**src/rtl/dbd_pkg.sv**
```systemverilog
// Shared types and constants for the dynamic-backlight-dimming LUT writer.
// Used by dbd_lut_writer and dbd_serial_div.
package dbd_pkg;

    localparam int NUM_BITS = 17;
    localparam int DIV_ITER = 17;
    localparam int LUT_MAX  = 255;
    localparam int CNT_BITS = $clog2(DIV_ITER + 1);

    typedef enum logic [2:0] {
        IDLE,
        LOAD,
        DIV,
        WRITE,
        DONE
    } lut_state_e;

endpackage

```
**src/rtl/dbd_serial_div.sv**
```systemverilog
// Restoring divider: one quotient bit per clock, fixed DIV_ITER-cycle latency.
// ready is high during the final iteration; quotient is valid from the next cycle until the next start.
module dbd_serial_div
    import dbd_pkg::*;
#(
    parameter int NUM_W = NUM_BITS,
    parameter int DEN_W = 8
) (
    input  logic             clock,
    input  logic             reset_n,
    input  logic             start,
    input  logic [NUM_W-1:0] dividend,
    input  logic [DEN_W-1:0] divisor,
    output logic [NUM_W-1:0] quotient,
    output logic             ready
);

    logic [NUM_W-1:0]    quo_reg;
    logic [DEN_W-1:0]    rem_reg;
    logic [DEN_W-1:0]    den_reg;
    logic [CNT_BITS-1:0] cnt_reg;
    logic [DEN_W:0]      trial;
    logic                take;
    logic [DEN_W-1:0]    rem_next;

    // The dividend register doubles as the quotient shift register.
    always_comb begin
        trial    = {rem_reg, quo_reg[NUM_W-1]};
        take     = (trial >= {1'b0, den_reg});
        rem_next = take ? DEN_W'(trial - {1'b0, den_reg}) : trial[DEN_W-1:0];
    end

    always_ff @(posedge clock or negedge reset_n) begin
        if (!reset_n) begin
            quo_reg <= '0;
            rem_reg <= '0;
            den_reg <= '0;
            cnt_reg <= '0;
        end else if (start) begin
            quo_reg <= dividend;
            rem_reg <= '0;
            den_reg <= divisor;
            cnt_reg <= CNT_BITS'(DIV_ITER);
        end else if (cnt_reg != '0) begin
            quo_reg <= {quo_reg[NUM_W-2:0], take};
            rem_reg <= rem_next;
            cnt_reg <= cnt_reg - 1'b1;
        end
    end

    assign quotient = quo_reg;
    assign ready    = (cnt_reg == CNT_BITS'(1));

endmodule

```
**src/rtl/dbd_lut_writer.sv**
```systemverilog
// Per-frame compensation-LUT generator: entry i = min((i*255 + bl/2) / bl, 255), streamed as write strobes.
// Optional saturation counter output enabled by defining DBD_LUT_SAT_COUNT_EN.
module dbd_lut_writer
    import dbd_pkg::*;
#(
    parameter int LUT_DEPTH = 360,
    parameter int ADDR_BITS = 9,
    parameter int DATA_BITS = 8
) (
    input  logic                 clock,
    input  logic                 reset_n,
    input  logic                 start,
    input  logic [DATA_BITS-1:0] bl_level,
    output logic                 lut_we,
    output logic [ADDR_BITS-1:0] lut_addr,
    output logic [DATA_BITS-1:0] lut_data,
    output logic                 busy,
    output logic                 done
`ifdef DBD_LUT_SAT_COUNT_EN
    ,
    output logic [ADDR_BITS-1:0] sat_count
`endif
);

    lut_state_e           state_reg, state_next;
    logic [DATA_BITS-1:0] bl_reg;
    logic [ADDR_BITS-1:0] idx_reg;
    logic [ADDR_BITS-1:0] addr_reg;
    logic [DATA_BITS-1:0] data_reg;
    logic [NUM_BITS-1:0]  numerator;
    logic [NUM_BITS-1:0]  quotient;
    logic [DATA_BITS-1:0] clamped;
    logic                 div_start;
    logic                 div_ready;
    logic                 saturated;
    logic                 last_entry;
    logic                 accept;

    assign accept     = (state_reg == IDLE) && start;
    assign last_entry = (idx_reg == ADDR_BITS'(LUT_DEPTH - 1));
    assign numerator  = NUM_BITS'(idx_reg) * NUM_BITS'(LUT_MAX) + NUM_BITS'(bl_reg >> 1);
    // A zero divisor yields an all-ones quotient anyway; the explicit test keeps the intent obvious.
    assign saturated  = (bl_reg == '0) || (quotient > NUM_BITS'(LUT_MAX));
    assign clamped    = saturated ? DATA_BITS'(LUT_MAX) : quotient[DATA_BITS-1:0];

    dbd_serial_div #(
        .NUM_W (NUM_BITS),
        .DEN_W (DATA_BITS)
    ) u_div (
        .clock    (clock),
        .reset_n  (reset_n),
        .start    (div_start),
        .dividend (numerator),
        .divisor  (bl_reg),
        .quotient (quotient),
        .ready    (div_ready)
    );

    always_ff @(posedge clock or negedge reset_n) begin
        if (!reset_n) begin
            state_reg <= IDLE;
        end else begin
            state_reg <= state_next;
        end
    end

    always_comb begin
        state_next = state_reg;
        div_start  = 1'b0;
        case (state_reg)
            IDLE:    if (start) state_next = LOAD;
            LOAD: begin
                div_start  = 1'b1;
                state_next = DIV;
            end
            DIV:     if (div_ready) state_next = WRITE;
            WRITE:   state_next = last_entry ? DONE : LOAD;
            DONE:    state_next = IDLE;
            default: state_next = IDLE;
        endcase
    end

    always_ff @(posedge clock or negedge reset_n) begin
        if (!reset_n) begin
            bl_reg   <= '0;
            idx_reg  <= '0;
            addr_reg <= '0;
            data_reg <= '0;
        end else begin
            if (accept) begin
                bl_reg  <= bl_level;
                idx_reg <= '0;
            end
            if (state_reg == WRITE) begin
                addr_reg <= idx_reg;
                data_reg <= clamped;
                if (!last_entry) idx_reg <= idx_reg + 1'b1;
            end
        end
    end

    // Strobe/status outputs decode the state directly, so reset drops them without waiting for a clock.
    // Address/data show the live entry during WRITE and the last written pair otherwise.
    assign lut_we   = (state_reg == WRITE);
    assign busy     = (state_reg != IDLE);
    assign done     = (state_reg == DONE);
    assign lut_addr = lut_we ? idx_reg : addr_reg;
    assign lut_data = lut_we ? clamped : data_reg;

`ifdef DBD_LUT_SAT_COUNT_EN
    logic [ADDR_BITS-1:0] sat_reg;

    always_ff @(posedge clock or negedge reset_n) begin
        if (!reset_n) begin
            sat_reg <= '0;
        end else if (accept) begin
            sat_reg <= '0;
        end else if ((state_reg == WRITE) && saturated) begin
            sat_reg <= sat_reg + 1'b1;
        end
    end

    assign sat_count = sat_reg;
`endif

endmodule

```
**config.mk**
```make
export PLATFORM = sky130hd
export DESIGN_NAME = dbd_lut_writer
export DESIGN_NICKNAME = d
export VERILOG_FILES = /design/src/rtl/dbd_pkg.sv /design/src/rtl/dbd_serial_div.sv /design/src/rtl/dbd_lut_writer.sv
export SDC_FILE = /design/constraint.sdc
export NUM_CORES = 1
export LEC_CHECK = 0
export CAP_MARGIN = 5
export CORE_AREA = 2 2 106 108
export DETAILED_ROUTE_END_ITERATION = 16
export DIE_AREA = 0 0 108 110
export PLACE_DENSITY = 0.79
export SLEW_MARGIN = 10
export SYNTH_ARGS = -nofsm -noshare
export SYNTH_HDL_FRONTEND = slang
export SYNTH_SLANG_ARGS = --single-unit
```
**constraint.sdc**
```tcl
create_clock -name clock -period 3.8 [get_ports clock]
set_input_delay 0.95 -clock clock [delete_from_list [all_inputs] [get_ports clock]]
set_output_delay 0.95 -clock clock [all_outputs]
set_load 0.02 [all_outputs]
```
==> results of run 1 <==
[kinds of logic (layout without fill, tap and decap cells)]
group / Yosys count / after routing / share of synthesized area (%)
and+or+nand+nor: 188 / 188 / 14.2
AOI/OAI and AO/OA: 121 / 121 / 13.8
buffers and inverters: 115 / 215 / 7.62
adders and majority gates: 101 / 101 / 27.4
DFF: 75 / 75 / 32.4
xor gates and xnor gates: 19 / 19 / 2.87
muxes: 9 / 9 / 1.75
[path summary, 6_finish.rpt]
kind	start	end	slack, ps	cells past startpoint
min in group asynchronous	reset_n	u_div.den_reg[3]$_DFFE_PN0P_	710	1
min	addr_reg[0]$_DFF_PN0_	addr_reg[0]$_DFF_PN0_	490	2
max	idx_reg[6]$_DFF_PN0_	u_div.quotient[15]$_DFFE_PN0P_	-240	15
max reg2reg	idx_reg[6]$_DFF_PN0_	u_div.quotient[15]$_DFFE_PN0P_	-240	15
max in group asynchronous	reset_n	idx_reg[8]$_DFF_PN0_	2400	1
min reg2reg	addr_reg[0]$_DFF_PN0_	addr_reg[0]$_DFF_PN0_	490	2
[stage by stage]
| stage | total power [mW] | util (%) | std cells | setup TNS (ps) |
|---|---|---|---|---|
| 6_report | 7.59 | 67.9 | 868 | -1210 |
| 3_5_place_dp | 5.85 | 62.4 | 832 | -1840 |
| 3_3_place_gp | 5.70 | 62.4 | 832 | -934 |
| 2_1_floorplan | 4.50 | - | 628 | -55.4 |
| 5_1_grt | 8.26 | 67.9 | 868 | -2700 |
| 4_1_cts | 7.04 | 66.8 | 863 | -743 |
[report_power, final]
part / total [mW] / leakage [nW] / internal [mW] / switching (mW)
Clock: 0.695 / 0.107 / 0.372 / 0.322
Sequential: 1.37 / 0.895 / 1.13 / 0.247
Combinational: 5.52 / 2.49 / 2.56 / 2.96
Total: 7.59 / 3.50 / 4.06 / 3.53
[per-layer routing]
layer | global-route usage (%) | vias up | wire length (um)
met4 | 9.89 | 0 | 447
li1 | - | 2266 | -
met2 | 47.9 | 173 | 7300
met3 | 4.88 | 37 | 712
met5 | 0 | - | 0
met1 | 30.8 | 2355 | 5910
[layout make-up]
| class | count | area share, % |
|---|---|---|
| Clock buffer | 10 | 1.76 |
| Clock inverter | 6 | 1.24 |
| Inverter | 96 | 5.00 |
| Multi-Input combinational cell | 438 | 51.7 |
| Sequential cell | 75 | 26.0 |
| Tap cell | 140 | 2.41 |
| Timing Repair Buffer | 103 | 11.9 |
[timing repair]
action | 4_1_cts | 5_1_grt
setup endpoints to repair | 10 | 11
hold endpoints to repair | 0 | 0
buffers inserted | 15 | 5
pin swaps | 40 | 23
gates resized for setup | 38 | 19
[critical path, delay by kind of cell, from the launching register on]
kind	cells	cell delay [ps]
AO/OA/AOI/OAI	5	920
adder cells (fa/ha/maj)	5	2290
buffers and inverters	4	220
flip-flops	1	470
AND/OR/NAND/NOR	1	80
[cells in the final DEF, fill, tap and decap left out, types with 7 or more instances in the layout]
cell type / n
dfrtp_1: 66
o21ai_0: 34
nand3_1: 8
dfrtp_2: 9
fa_1: 37
inv_1: 76
nor2_1: 37
a31oi_1: 12
nand2_1: 98
inv_2: 19
ha_1: 48
ha_4: 9
clkbuf_8: 9
nor3_1: 7
clkdlybuf4s50_1: 29
o21ai_1: 8
a21oi_1: 14
o22a_1: 8
xnor2_1: 16
buf_4: 71
==> results.txt, run 1 <==
* Most area-hungry cell type in the Yosys netlist: dfrtp_1
- The die covers 11900 sq um.
* Post-synthesis sequential area ratio: 32.4%
- Number of CTS-inserted buffers: 9
- Along the worst path, the maximum fanout reaches 6.
- At the end of routability-driven placement, the weighted congestion stood at 0.890.
- In the routed design, unresolved DRC markers number 0.
- STA classifies the critical path endpoint as a flip-flop.
* Type of the worst setup path: reg -> reg
- The number of global-route vias before repair came to 5175.
- Final critical-path setup slack: -238 ps
* Slew at the pin closest to its max-slew limit: 1140 ps
- The largest single stage delay on the critical path is 540 ps.
* Main area contributors after synthesis: dfrtp_1 (32%), fa_1 (15%), ha_1 (13%)
- From bottom edge to top edge, the die measures 110 um.
- By count the netlist is led by nand2_1 (100), inv_1 (95), dfrtp_1 (75).
* Number of design-rule violations left by the first detailed-router iteration: 294
- First-pass iteration count of the detailed router: 6
- Portion of synthesized cell area occupied by the leading cell type: 32.4%
- In this run, distinct cell masters in the synthesized netlist total 59.
- Of all flip-flops after synthesis, the portion carrying an async set or reset was 100%.
- After floorplanning, the core was divided into 38 placement rows.
* Number of flip-flops in the largest register: 17
- Total number of H-tree levels: 3
- Die X: 108 um
- The most used flip-flop cell after synthesis is dfrtp_1.
- Summed over all cells, the static leakage comes to 3.50 nW.
- At the worst endpoint, the required time is 4110 ps.
- Summed over all nets, the half-perimeter wirelength after detailed placement is 9.97 mm.
* Nets in the synthesized netlist: 740
- Setup repair after global routing missed its margin: yes
* Ant. Diodes: 0
- Top-level I/O count: 31
- Power per Cell Area: 1050 nW/um^2
* Synth-to-layout area growth: 25.2%
- The sequential cells in the finished layout cover a total of 1890 sq um.
- Maximum number of pins on one net before global-route repair: 76
- After detailed routing, the number of vias per cell comes to 5.57.
* Setup WS pre-CTS: -312 ps
- Arr. time, crit path: 4350 ps
- For this design, the slowest cell found on the critical path is fa_1.
- Kind of start point of the critical path: flip-flop
- In this run the deepest clock path goes through 2 buffers.
- Sinks on the clock net: 75
- Total placed instance area: 6680 sq um
- Final Hold Fails: 0
- Summing all multi-input logic gate instances after layout gives 3750 sq um.
- Number of buffers added on ports: 30
- Yosys printed 0 warnings.
- The synthesized design contains 0 enable-type register cells.
* Crit path top cell by count: fa_1
* Avg Synthesized Cell Area: 9.23 sq um
- Worst slew margin relative to its limit: 23.9%
- In the final design database the tool counted 835 nets.
- Mapped Area: 5800 sq um
* TritonCTS clock tree: built
* Average wire per cell in the routed design: 16.6 um
- After clock tree synthesis, the flow added hold-fix buffers numbering 0.
- Cell Chain, Critical Path: inv_2 -> fa_1 -> inv_2 -> fa_1 -> inv_1 -> fa_1 -> fa_1 -> inv_2 -> ha_4 -> a21oi_4 -> nand2_1 -> o2111ai_2 -> a21boi_2 -> o2111ai_1 -> o311a_1
- The routed design has 14.4 mm of wire.
- Global routing used 26.3% of the available tracks across all layers.
- Across all layers, the routed design uses 4831 vias.
* Gate Count Post-Synth: 628
* Result of the run: finished with violations
- Class of the tightest hold or removal check: reg -> reg
- Counting flops and latches in the post-synthesis netlist gives 75.
- Number of antenna-violating nets in the routed design: 0
- Summed over all layers, the global routing overflow is 0.
- The clock arrives with 13.6 ps of skew.
- For this run, the top clock speed supported by timing is 248 MHz.
- The initial utilization of the core area, before any placement, comes to 54.2%.
- The final reports fail on negative setup slack.
* Highest ir drop seen on vdd: 0.655 mV
- Final design area excluding fillers: 7260 sq um
- The post-route netlist has 23.4% of its cells at a drive strength greater than 1.
- CTS root buffer: clkbuf_8
* Core area: 10700 sq um
- CTS clock-pin slew for the worst setup and hold paths: 90 ps
- Number of setup violations in the final report: 8
* Clock Latency Late Sink: 370 ps
* Most frequently used cell type in the post-synthesis netlist: nand2_1
- The number of antenna violations at the first check in global routing was 0.
- After layout, the worst path uses 106% of the clock period.
* Number of violations of the max-capacitance limit: 0
* Fin crit period: 4040 ps
* Minimum hold slack: 487 ps
- The layout has 765 filler cells.
- Wire length of the first global-routing pass: 24.2 mm
- Final Slew Violations: 0
Note: power is estimated with default switching activity, not from simulation.
==> run 2, diff against run 1 <==
--- a/config.mk
+++ b/config.mk
@@ -9,6 +9,7 @@
 export CORE_AREA = 2 2 106 108
 export DETAILED_ROUTE_END_ITERATION = 16
 export DIE_AREA = 0 0 108 110
+export MAX_ROUTING_LAYER = met4
 export PLACE_DENSITY = 0.79
 export SLEW_MARGIN = 10
 export SYNTH_ARGS = -nofsm -noshare
==> run 2 against run 1 <==
Effect of this change:
- the flow still finishes with violations (negative setup slack)
- core utilization shrank 0.41 points
- sequential share of layout area grew 0.14 points
- via count grew 0.62%
- count of clock-buffer cells in the layout shrank 1
- final area shrank 0.60%
- hold slack gained 7.2 ps
- first-iteration DRC count grew 31%
- fmax shrank 1.1%
- critical path depth shrank 2
- setup slack lost 43 ps
- non-clock buffer count shrank 11
- critical path type unchanged
- largest cell class unchanged
==> results.txt, run 2 (same netlist as run 1, synthesis figures left out) <==
- At the end of the flow the core is filled with cells to 67.5%.
- Subtracting the final worst setup slack from the clock period gives 4080 ps.
* Highest attainable clock frequency: 245 MHz
- The first global-routing pass estimated 23.5 mm of wire.
- Average wire per cell in the routed design: 17.5 um
- Number of buffers added on ports: 30
* Total global routing overflow: 0
- The initial utilization of the core area, before any placement, comes to 54.2%.
* Setup repair after global routing missed its margin: yes
* Initial antenna violation count: 0
- TritonCTS clock tree: built
- Summed over all layers, the routed wires come to 15.0 mm.
* Endpoint class of the critical path: flip-flop
* Number of antenna-violating nets in the routed design: 0
- Number of flip-flops in the largest register: 17
* Depth of the worst register-to-register path: 13
- Number of violations of the max-capacitance limit: 0
- Number of design-rule violations left by the first detailed-router iteration: 384
- The clock passes through at most 2 buffers.
* Class of the tightest hold or removal check: reg -> reg
- Detailed placement finished with a half-perimeter wire length of 10.1 mm.
- The startpoint identified for the worst register-to-register timing path is idx_reg[3]$_DFF_PN0_.
* Post-layout net count: 824
- CTS clock-pin slew for the worst setup and hold paths: 90 ps
- Clock Latency Late Sink: 390 ps
- In this run the worst path has a maximum fanout of 6.
- The clock arrives with 15.5 ps of skew.
- The number of global-route vias before repair came to 4970.
- At the pin with the least slew margin, the transition time is 1140 ps.
- In this run the number of H-tree levels came out at 3.
* R2R setup slack: -280 ps
- DRC errors left: 0
* Final Slew Violations: 0
* Violated checks: negative setup slack
- STA puts the critical path data required time at 4090 ps.
* Reg2reg end: u_div.quotient[10]$_DFFE_PN0P_
- Final hold analysis gives a worst-case slack of 494 ps.
- Dpl cells: 831
- 31 I/O pins were placed.
- CTS root buffer: clkbuf_8
- First-pass iteration count of the detailed router: 6
- Total global routing track utilization: 26.3%
- Setup violations remaining at the end of the flow were counted as 9.
- Hold path endpoint: addr_reg[0]$_DFF_PN0_
- GPL Wtd Cong: 0.900
* Commonest cells after routing, fill and taps aside: nand2_1 (99), inv_1 (73), dfrtp_1 (67)
- Final critical-path setup slack: -281 ps
- Synth-to-layout area growth: 24.5%
- Summed over all failing endpoints, the final setup total negative slack is -1540 ps.
* Number of CTS-inserted buffers: 9
* Via density per instance: 5.67
- The region available for standard cell placement spans 10700 sq um.
- Via count: 4861
* Launch instance of the worst min-delay path: addr_reg[0]$_DFF_PN0_
* Final Hold Fails: 0
- Die Footprint: 11900 sq um
- Data arrives at the worst endpoint at 4370 ps.
- The floorplan has 38 rows.
- Sinks on the clock net: 75
- Count of hold-fix buffers inserted at cts: 0
- Type of the worst setup path: reg -> reg
- Final critical-path share of the clock period: 107%
- Ant. Diodes: 0
- Most frequent standard cell in the layout excluding fill and tap cells: nand2_1
* Worst slew margin relative to its limit: 23.6%
- Maximum number of pins on one net before global-route repair: 76
- Result of the run: finished with violations
- Die Span Y: 110 um
- In this run the horizontal extent of the chip is 108 um.
- Share of final-layout standard cells stronger than drive strength 1: 22.7%
- Counting instances, the worst hold path has a depth of 2.
- Non-filler instance count after layout: 857
- Kind of start point of the critical path: flip-flop
-- run 2: cell count changes in the layout (fill, tap and decap cells not counted), sizes merged --
cell / previous run / this run
inv: 97 / 100
clkinv: 2 / 0
buf: 74 / 63
clkbuf: 10 / 9
-- run 2: worst max-delay path: stages (launching register included) --
cell and delay (ps):
dfrtp_2 480, buf_6 140, fa_2 540, fa_1 440
fa_1 540, inv_2 40, fa_1 510, inv_2 50
ha_4 250, a21o_1 210, a221oi_2 320, xnor2_1 160
nor2_1 80, a31oi_1 220
-- run 2: final cells by class --
type / instances / area, sq um
flip-flops and latches: 75 / 1890
inverters: 96 / 363
clock inverters: 7 / 105
repair buffers: 92 / 782
clock buffers: 9 / 124
multi-input cells: 438 / 3780
fillers: 774 / 3480
well taps: 140 / 175
-- run 2: worst max-delay path by stage --
| stage | from | to | slack, ps | cells after the start |
|---|---|---|---|---|
| floorplan | idx_reg[7]$_DFF_PN0_ | u_div.quotient[15]$_DFFE_PN0P_ | -60 | 15 |
| global placement | idx_reg[3]$_DFF_PN0_ | u_div.quotient[16]$_DFFE_PN0P_ | -180 | 12 |
| detailed placement | idx_reg[1]$_DFF_PN0_ | u_div.quotient[15]$_DFFE_PN0P_ | -290 | 13 |
| CTS | idx_reg[3]$_DFF_PN0_ | u_div.quotient[16]$_DFFE_PN0P_ | -210 | 12 |
| global route | idx_reg[4]$_DFF_PN0_ | u_div.quotient[10]$_DFFE_PN0P_ | -450 | 15 |
| finish | idx_reg[3]$_DFF_PN0_ | u_div.quotient[10]$_DFFE_PN0P_ | -280 | 13 |
-- run 2: repair_timing --
action                                  4_1_cts  5_1_grt
setup buffers                                 3        8
pin swaps                                     4       27
resized for setup                            10       54
endpoints found under the setup margin        9       10
-- run 2: metal layers --
layer / track usage (%) / vias to the layer above / share of wire [%]
met5: - / - / 0
met4: 8.88 / 0 / 3.5
met3: 3.94 / 46 / 4.1
met2: 46.0 / 167 / 52
met1: 31.3 / 2414 / 41
li1: - / 2234 / -
-- run 2: metrics by stage --
stage               setup slack [ps]  area, sq um
finish                          -281         7220
global route                    -455         7220
CTS                             -211         6950
detailed placement              -289         6670
global placement                -184         6670
floorplan                      -55.4         5880
Power of run 2 is left out: the tool's default activity adds up to more than one toggle a clock period on the data nets, which glitch-free logic cannot reach.
